`src/rtl/ssd_pkg.sv`:
```
// Shared seven-segment constants for the scan decoder and the stopwatch encoder.
// Segment patterns are active-low {a,b,c,d,e,f,g,dp} with dp off.
package ssd_pkg;

    localparam logic [7:0] SEG_0     = 8'h03;
    localparam logic [7:0] SEG_1     = 8'h9F;
    localparam logic [7:0] SEG_2     = 8'h25;
    localparam logic [7:0] SEG_3     = 8'h0D;
    localparam logic [7:0] SEG_4     = 8'h99;
    localparam logic [7:0] SEG_5     = 8'h49;
    localparam logic [7:0] SEG_6     = 8'h41;
    localparam logic [7:0] SEG_7     = 8'h1F;
    localparam logic [7:0] SEG_8     = 8'h01;
    localparam logic [7:0] SEG_9     = 8'h09;
    localparam logic [7:0] SEG_BLANK = 8'hFF;

    localparam logic [3:0] CODE_BLANK   = 4'hC;
    localparam logic [3:0] CODE_INVALID = 4'hF;

    localparam logic [3:0] DIG_SEL0 = 4'b1110;
    localparam logic [3:0] DIG_SEL1 = 4'b1101;
    localparam logic [3:0] DIG_SEL2 = 4'b1011;
    localparam logic [3:0] DIG_SEL3 = 4'b0111;

    typedef enum logic {
        ST_SETTLING = 1'b0,
        ST_HELD     = 1'b1
    } dwell_state_t;

    typedef struct packed {
        logic       valid;
        logic [1:0] idx;
    } dig_sel_t;

    // Only a single low anode is a real digit; idle and multi-low patterns are not.
    function automatic dig_sel_t dig_select(input logic [3:0] dig);
        dig_sel_t sel;
        sel.valid = 1'b1;
        sel.idx   = 2'd0;
        case (dig)
            DIG_SEL0: sel.idx = 2'd0;
            DIG_SEL1: sel.idx = 2'd1;
            DIG_SEL2: sel.idx = 2'd2;
            DIG_SEL3: sel.idx = 2'd3;
            default:  sel.valid = 1'b0;
        endcase
        return sel;
    endfunction

endpackage

```
`src/rtl/ssd_seg_to_bcd.sv`:
```
// Combinational seven-segment pattern to digit code decoder.
// Unknown patterns decode to CODE_INVALID, an all-dark digit to CODE_BLANK.
module ssd_seg_to_bcd
    import ssd_pkg::*;
(
    input  logic [7:0] seg_i,
    output logic [3:0] code_o
);

    always_comb begin
        code_o = CODE_INVALID;
        case (seg_i)
            SEG_0:     code_o = 4'd0;
            SEG_1:     code_o = 4'd1;
            SEG_2:     code_o = 4'd2;
            SEG_3:     code_o = 4'd3;
            SEG_4:     code_o = 4'd4;
            SEG_5:     code_o = 4'd5;
            SEG_6:     code_o = 4'd6;
            SEG_7:     code_o = 4'd7;
            SEG_8:     code_o = 4'd8;
            SEG_9:     code_o = 4'd9;
            SEG_BLANK: code_o = CODE_BLANK;
            default:   code_o = CODE_INVALID;
        endcase
    end

endmodule

```
`src/rtl/ssd_scan_decoder.sv`:
```
// Rebuilds four BCD digits from a scanned DIGIT/DISPLAY pair, with ghost filtering and link-loss detection.
// Optional macro SSD_SCAN_DP_DECODE_EN: ignore dp during decode and publish per-digit dp_flags.
module ssd_scan_decoder
    import ssd_pkg::*;
#(
    parameter int STABLE_CYCLES = 16,
    parameter int FRAME_TIMEOUT = 4194304
) (
    input  logic        clk,
    input  logic        reset,
    input  logic [3:0]  DIGIT,
    input  logic [7:0]  DISPLAY,
    output logic [15:0] value,
    output logic        frame_valid,
    output logic        seg_error,
    output logic        link_lost
`ifdef SSD_SCAN_DP_DECODE_EN
    ,
    output logic [3:0]  dp_flags
`endif
);

    localparam logic [7:0]  CNT_SAT = 8'(STABLE_CYCLES);
    localparam logic [7:0]  CNT_CAP = 8'(STABLE_CYCLES - 1);
    localparam logic [22:0] TO_LAST = 23'(FRAME_TIMEOUT - 1);

    logic [3:0]       dig_q, dig_prev_q;
    logic [7:0]       seg_q, seg_prev_q;
    logic             changed;
    logic [7:0]       cnt_q, cnt_d;
    dwell_state_t     state_q, state_d;
    logic             capture;
    dig_sel_t         sel;
    logic [7:0]       seg_dec;
    logic [3:0]       code;
    logic [3:0]       seen_q, seen_d;
    logic [3:0][3:0]  shadow_q, shadow_d;
    logic             publish;
    logic             frame_err;
    logic [22:0]      to_q;
    logic [15:0]      value_q;
    logic             frame_valid_q;
    logic             seg_error_q;
    logic             link_lost_q;

    // Sample stage resets to the idle pattern so the first real digit reads as a change.
    always_ff @(posedge clk) begin
        if (reset) begin
            dig_q      <= 4'hF;
            seg_q      <= 8'hFF;
            dig_prev_q <= 4'hF;
            seg_prev_q <= 8'hFF;
        end else begin
            dig_q      <= DIGIT;
            seg_q      <= DISPLAY;
            dig_prev_q <= dig_q;
            seg_prev_q <= seg_q;
        end
    end

    assign changed = ({dig_q, seg_q} != {dig_prev_q, seg_prev_q});
    assign sel     = dig_select(dig_q);

    always_comb begin
        cnt_d = cnt_q;
        if (changed) begin
            cnt_d = 8'd0;
        end else if (cnt_q < CNT_SAT) begin
            cnt_d = cnt_q + 8'd1;
        end
    end

    always_comb begin
        state_d = state_q;
        capture = 1'b0;
        case (state_q)
            ST_SETTLING: begin
                if (!changed && (cnt_d == CNT_CAP)) begin
                    state_d = ST_HELD;
                    capture = sel.valid;
                end
            end
            ST_HELD: begin
                if (changed) begin
                    state_d = ST_SETTLING;
                end
            end
            default: state_d = ST_SETTLING;
        endcase
    end

`ifdef SSD_SCAN_DP_DECODE_EN
    assign seg_dec = {seg_q[7:1], 1'b1};
`else
    assign seg_dec = seg_q;
`endif

    ssd_seg_to_bcd u_seg_to_bcd (
        .seg_i  (seg_dec),
        .code_o (code)
    );

    assign publish = (seen_q == 4'hF);

    always_comb begin
        seen_d    = publish ? 4'h0 : seen_q;
        shadow_d  = shadow_q;
        frame_err = 1'b0;
        if (capture) begin
            seen_d[sel.idx]   = 1'b1;
            shadow_d[sel.idx] = code;
        end
        for (int i = 0; i < 4; i++) begin
            if (shadow_q[i] == CODE_INVALID) begin
                frame_err = 1'b1;
            end
        end
    end

    always_ff @(posedge clk) begin
        if (reset) begin
            cnt_q    <= 8'd0;
            state_q  <= ST_SETTLING;
            seen_q   <= 4'h0;
            shadow_q <= '0;
        end else begin
            cnt_q    <= cnt_d;
            state_q  <= state_d;
            seen_q   <= seen_d;
            shadow_q <= shadow_d;
        end
    end

    // A publish on the timeout cycle wins: the counter clears and link_lost stays low.
    always_ff @(posedge clk) begin
        if (reset) begin
            value_q       <= 16'h0000;
            frame_valid_q <= 1'b0;
            seg_error_q   <= 1'b0;
            link_lost_q   <= 1'b0;
            to_q          <= 23'd0;
        end else begin
            frame_valid_q <= publish;
            if (publish) begin
                value_q     <= shadow_q;
                seg_error_q <= frame_err;
                link_lost_q <= 1'b0;
                to_q        <= 23'd0;
            end else if (to_q == TO_LAST) begin
                link_lost_q <= 1'b1;
            end else begin
                to_q <= to_q + 23'd1;
            end
        end
    end

`ifdef SSD_SCAN_DP_DECODE_EN
    logic [3:0] dp_shadow_q;
    logic [3:0] dp_flags_q;

    always_ff @(posedge clk) begin
        if (reset) begin
            dp_shadow_q <= 4'h0;
            dp_flags_q  <= 4'h0;
        end else begin
            if (capture) begin
                dp_shadow_q[sel.idx] <= ~seg_q[0];
            end
            if (publish) begin
                dp_flags_q <= dp_shadow_q;
            end
        end
    end

    assign dp_flags = dp_flags_q;
`endif

    assign value       = value_q;
    assign frame_valid = frame_valid_q;
    assign seg_error   = seg_error_q;
    assign link_lost   = link_lost_q;

endmodule

```
`config.mk`:
```
export PLATFORM = sky130hd
export DESIGN_NAME = ssd_scan_decoder
export DESIGN_NICKNAME = d
export VERILOG_FILES = /design/src/rtl/ssd_pkg.sv /design/src/rtl/ssd_seg_to_bcd.sv /design/src/rtl/ssd_scan_decoder.sv
export SDC_FILE = /design/constraint.sdc
export NUM_CORES = 1
export LEC_CHECK = 0
export ABC_AREA = 1
export BUFFER_PORTS_ARGS = -buffer_cell sky130_fd_sc_hd__clkbuf_2
export CAP_MARGIN = 0
export CORE_MARGIN = 3
export CORE_UTILIZATION = 56
export CTS_CLUSTER_DIAMETER = 50
export DETAILED_ROUTE_END_ITERATION = 10
export GPL_ROUTABILITY_DRIVEN = 0
export PLACE_DENSITY = 0.75
export REMOVE_ABC_BUFFERS = 1
export SLEW_MARGIN = 25
export SYNTH_ARGS = -nofsm -noshare
export SYNTH_HDL_FRONTEND = slang
export SYNTH_SLANG_ARGS = --single-unit
```
`constraint.sdc`:
```
create_clock -name clk -period 4.95 [get_ports clk]
set_clock_uncertainty 0.2 [all_clocks]
set_input_delay 0.7425 -clock clk [delete_from_list [all_inputs] [get_ports clk]]
set_output_delay 0.7425 -clock clk [all_outputs]
set_load 0.02 [all_outputs]
```
==> impl_metrics.py <==
metrics = {
    "sta": {
        "hold_slack_ns": 0.248,
        "fin_tns_setup_ns": 0,
        "hold_viol": 0,
        "min_period_ns": 2.32,
        "slew_viol_final": 0,
        "fmax_mhz": 432,
        "finalSetupViolations": 0,
        "rsz0062_at_grt": "false",
        "worst_slew_pin_slew_ns": 0.483,
        "min_period_over_period_pct": 46.8,
        "relSlewSlack_pct": 67.8,
        "worst_slack_ns": 2.63,
    },
    "place": {
        "portBuffers": 32,
        "dp_slack_ns": 2.67,
        "hpwl_um": 6250,
    },
    "detailed_routing": {
        "dr.first_iter.drc_count": 186,
        "vias": 3828,
        "drc_errors": 0,
        "first_pass_iters": 4,
        "drt_wl_total_um": 8480,
        "drtAntennaViolNets": 0,
        "viasPerCell": 5.00,
        "wl_per_cell_um": 11.1,
    },
    "synth": {
        "synth_cells": 630,
        "synth_warnings": 0,
        "synth-seq-area-share_pct": 43.7,
        "synth.distinct_cells": 31,
        "synth_seq_cells": 95,
        "avgSynthCellArea_um2": 6.91,
        "netlist_area_um2": 4350,
    },
    "critical_path": {
        "crit_top_cell": "nand2_1",
        "startpoint_type": "flip-flop",
        "critPathCaptureType": "flip-flop",
        "cp_max_fo": 22,
        "cp_cell_sequence": "inv_1 > nand2_1 > nand2_1 > inv_1 > nand2_1 > nor2_1 > nand2_1 > nor2_1 > nand3_1 > nor2_4 > nand3_2 > nand2_1 > inv_1 > nor2_1",
        "cp.required_ns": 5.05,
        "critPathKind": "flip-flop to flip-flop",
        "reg2reg_slack_ns": 2.63,
        "max_stage_delay_ns": 0.41,
        "crit_arrival_ns": 2.41,
        "crit_slowest_cell": "nor2_4",
    },
    "outcome": {
        "run_status": "completed",
    },
    "final_layout": {
        "diodes": 0,
        "drive_above_1_share_pct": 11.7,
        "final_cell_mix": "175 x nand2_1, 100 x inv_1, 95 x dfxtp_1, 80 x nor2_1, 34 x o21ai_0",
        "nets": 678,
        "area_growth_pct": 9.17,
        "final_core_util_pct": 64.1,
        "mostFrequentLayoutCell": "nand2_1",
    },
    "cts": {
        "htreeDepth": 3,
        "path_clk_slew_ns": 0.09,
        "numCtsBuffers": 9,
        "cts.sink_count": 95,
        "ctsHoldBuffers": 0,
        "clk_latency_ns": 0.36,
        "clockRootBuffer": "clkbuf_8",
        "cts_setup_buffers": 0,
        "cts_tree": "done",
        "postCtsResizedCells": 0,
        "cts_buffer_depth": 2,
    },
    "power_and_ir_drop": {
        "clockPowerShare_pct": 33.6,
        "peakVddDrop_uv": 158,
        "pwr-share-seq_pct": 60.0,
        "power.switching_uw": 329,
        "power.density_nw_per_um2": 276,
        "static-leakage-power_nw": 2.26,
        "combPwrFrac_pct": 6.5,
        "power.total_mw": 1.31,
        "switching_share_pct": 25.1,
        "p_int_uw": 983,
    },
    "floorplanning": {
        "die_h_um": 94.2,
        "initial_utilization_pct": 58.8,
        "die_w_um": 94.2,
        "ioPinCount": 33,
        "core_area_um2": 7410,
        "rows": 31,
        "die_area_um2": 8870,
    },
    "grt": {
        "grt_max_degree": 35,
        "antenna_found_initial": 0,
        "grt.overflow.total": 0,
        "gr-usage-met2_pct": 34.0,
        "gr-usage-all-layers_pct": 20.7,
        "met3_usage_pct": 3.53,
        "grt_busiest_layer": "met2",
        "grtUsageMet1_pct": 26.0,
        "grt_pass1_vias": 3476,
        "grt_pass1_wl_um": 14700,
    },
    "run": {
        "maxCapViolations": 0,
    },
    "worst_hold_path": {
        "hold_class": "flip-flop to flip-flop",
    },
}
## worst paths after layout
path,start,endpoint,depth (start not counted)
worst max register to register,seg_dec[3],shadow_q[0],14
worst max-delay path,seg_dec[3],shadow_q[0],14
worst min register to register,to_q[22],to_q[22],2
worst min-delay path,to_q[22],to_q[22],2
## worst max-delay path: cells and delay by family (launching register included)
kind                   cells  cell delay [ns]
AND/OR/NAND/NOR           11             1.48
flip-flops                 1             0.37
buffers and inverters      3             0.21
## stage by stage
step | instance area [um2] | std cells
6_report | 4750 | 765
5_1_grt | 4750 | 765
4_1_cts | 4750 | 765
3_5_place_dp | 4590 | 750
3_3_place_gp | 4590 | 750
2_1_floorplan | 4290 | 617
## cell usage after synthesis (all sizes together)
library cell,n,share of area [%]
a21oi,12,1.4
a31oi,2,0.29
buf,5,0.83
clkbuf,8,0.69
dfxtp,95,44
ha,2,0.57
inv,104,9.0
nand2,176,15
nand3,25,3.3
nand3b,2,0.34
nand4,30,4.5
nor2,82,7.2
nor3,12,2.0
nor4,9,1.6
o21ai,34,3.9
o21bai,1,0.17
o22ai,3,0.43
o31ai,1,0.17
or2,14,2.0
xnor2,10,2.0
xor2,3,0.60
## power by group through the flow
| stage | clock network [mW] | logic, mW | registers (mW) |
|---|---|---|---|
| after floorplan | 0 | 0.0617 | 0.802 |
| after global placement | 0 | 0.0817 | 0.804 |
| after detailed placement | 0 | 0.0847 | 0.805 |
| after CTS | 0.457 | 0.0850 | 0.787 |
| after global routing | 0.482 | 0.0986 | 0.788 |
| final | 0.440 | 0.0847 | 0.787 |
## flip-flops by register name (all words and copies together) (netlist names)
register,count
seg_prev_q,8
cnt_q,8
seen_q,4
seg_error,1
dig_q,4
dig_prev_q,4
state_q,1
shadow_q,16
link_lost,1
value,16
frame_valid,1
seg_dec,8
to_q,23
## cell families (layout without fill, tap and decap cells)
kind of cell	count (synthesis)	in the layout	share of synthesized area [%]
AO/OA/AOI/OAI	53	53	6.35
AND/OR/NAND/NOR	350	350	36.3
XOR/XNOR	13	13	2.62
buffers and inverters	117	153	10.5
adder cells (fa/ha/maj)	2	2	0.575
flip-flops	95	95	43.7
## routing by layer
metal | vias up | part of all wire [%] | routed length [um]
met4 | 0 | 2.4 | 207
met2 | 72 | 45 | 3820
li1 | 2034 | - | -
met5 | - | 0 | 0
met1 | 1709 | 49 | 4180
met3 | 13 | 3.1 | 267
## layout make-up
cell class,instances,area (um2)
repair buffers,34,175
clock inverters,5,36.3
fillers,688,2660
inverters,104,390
well taps,99,124
flip-flops and latches,95,1900
multi-input cells,418,2000
clock buffers,10,128
(Power assumes the default switching activity.)
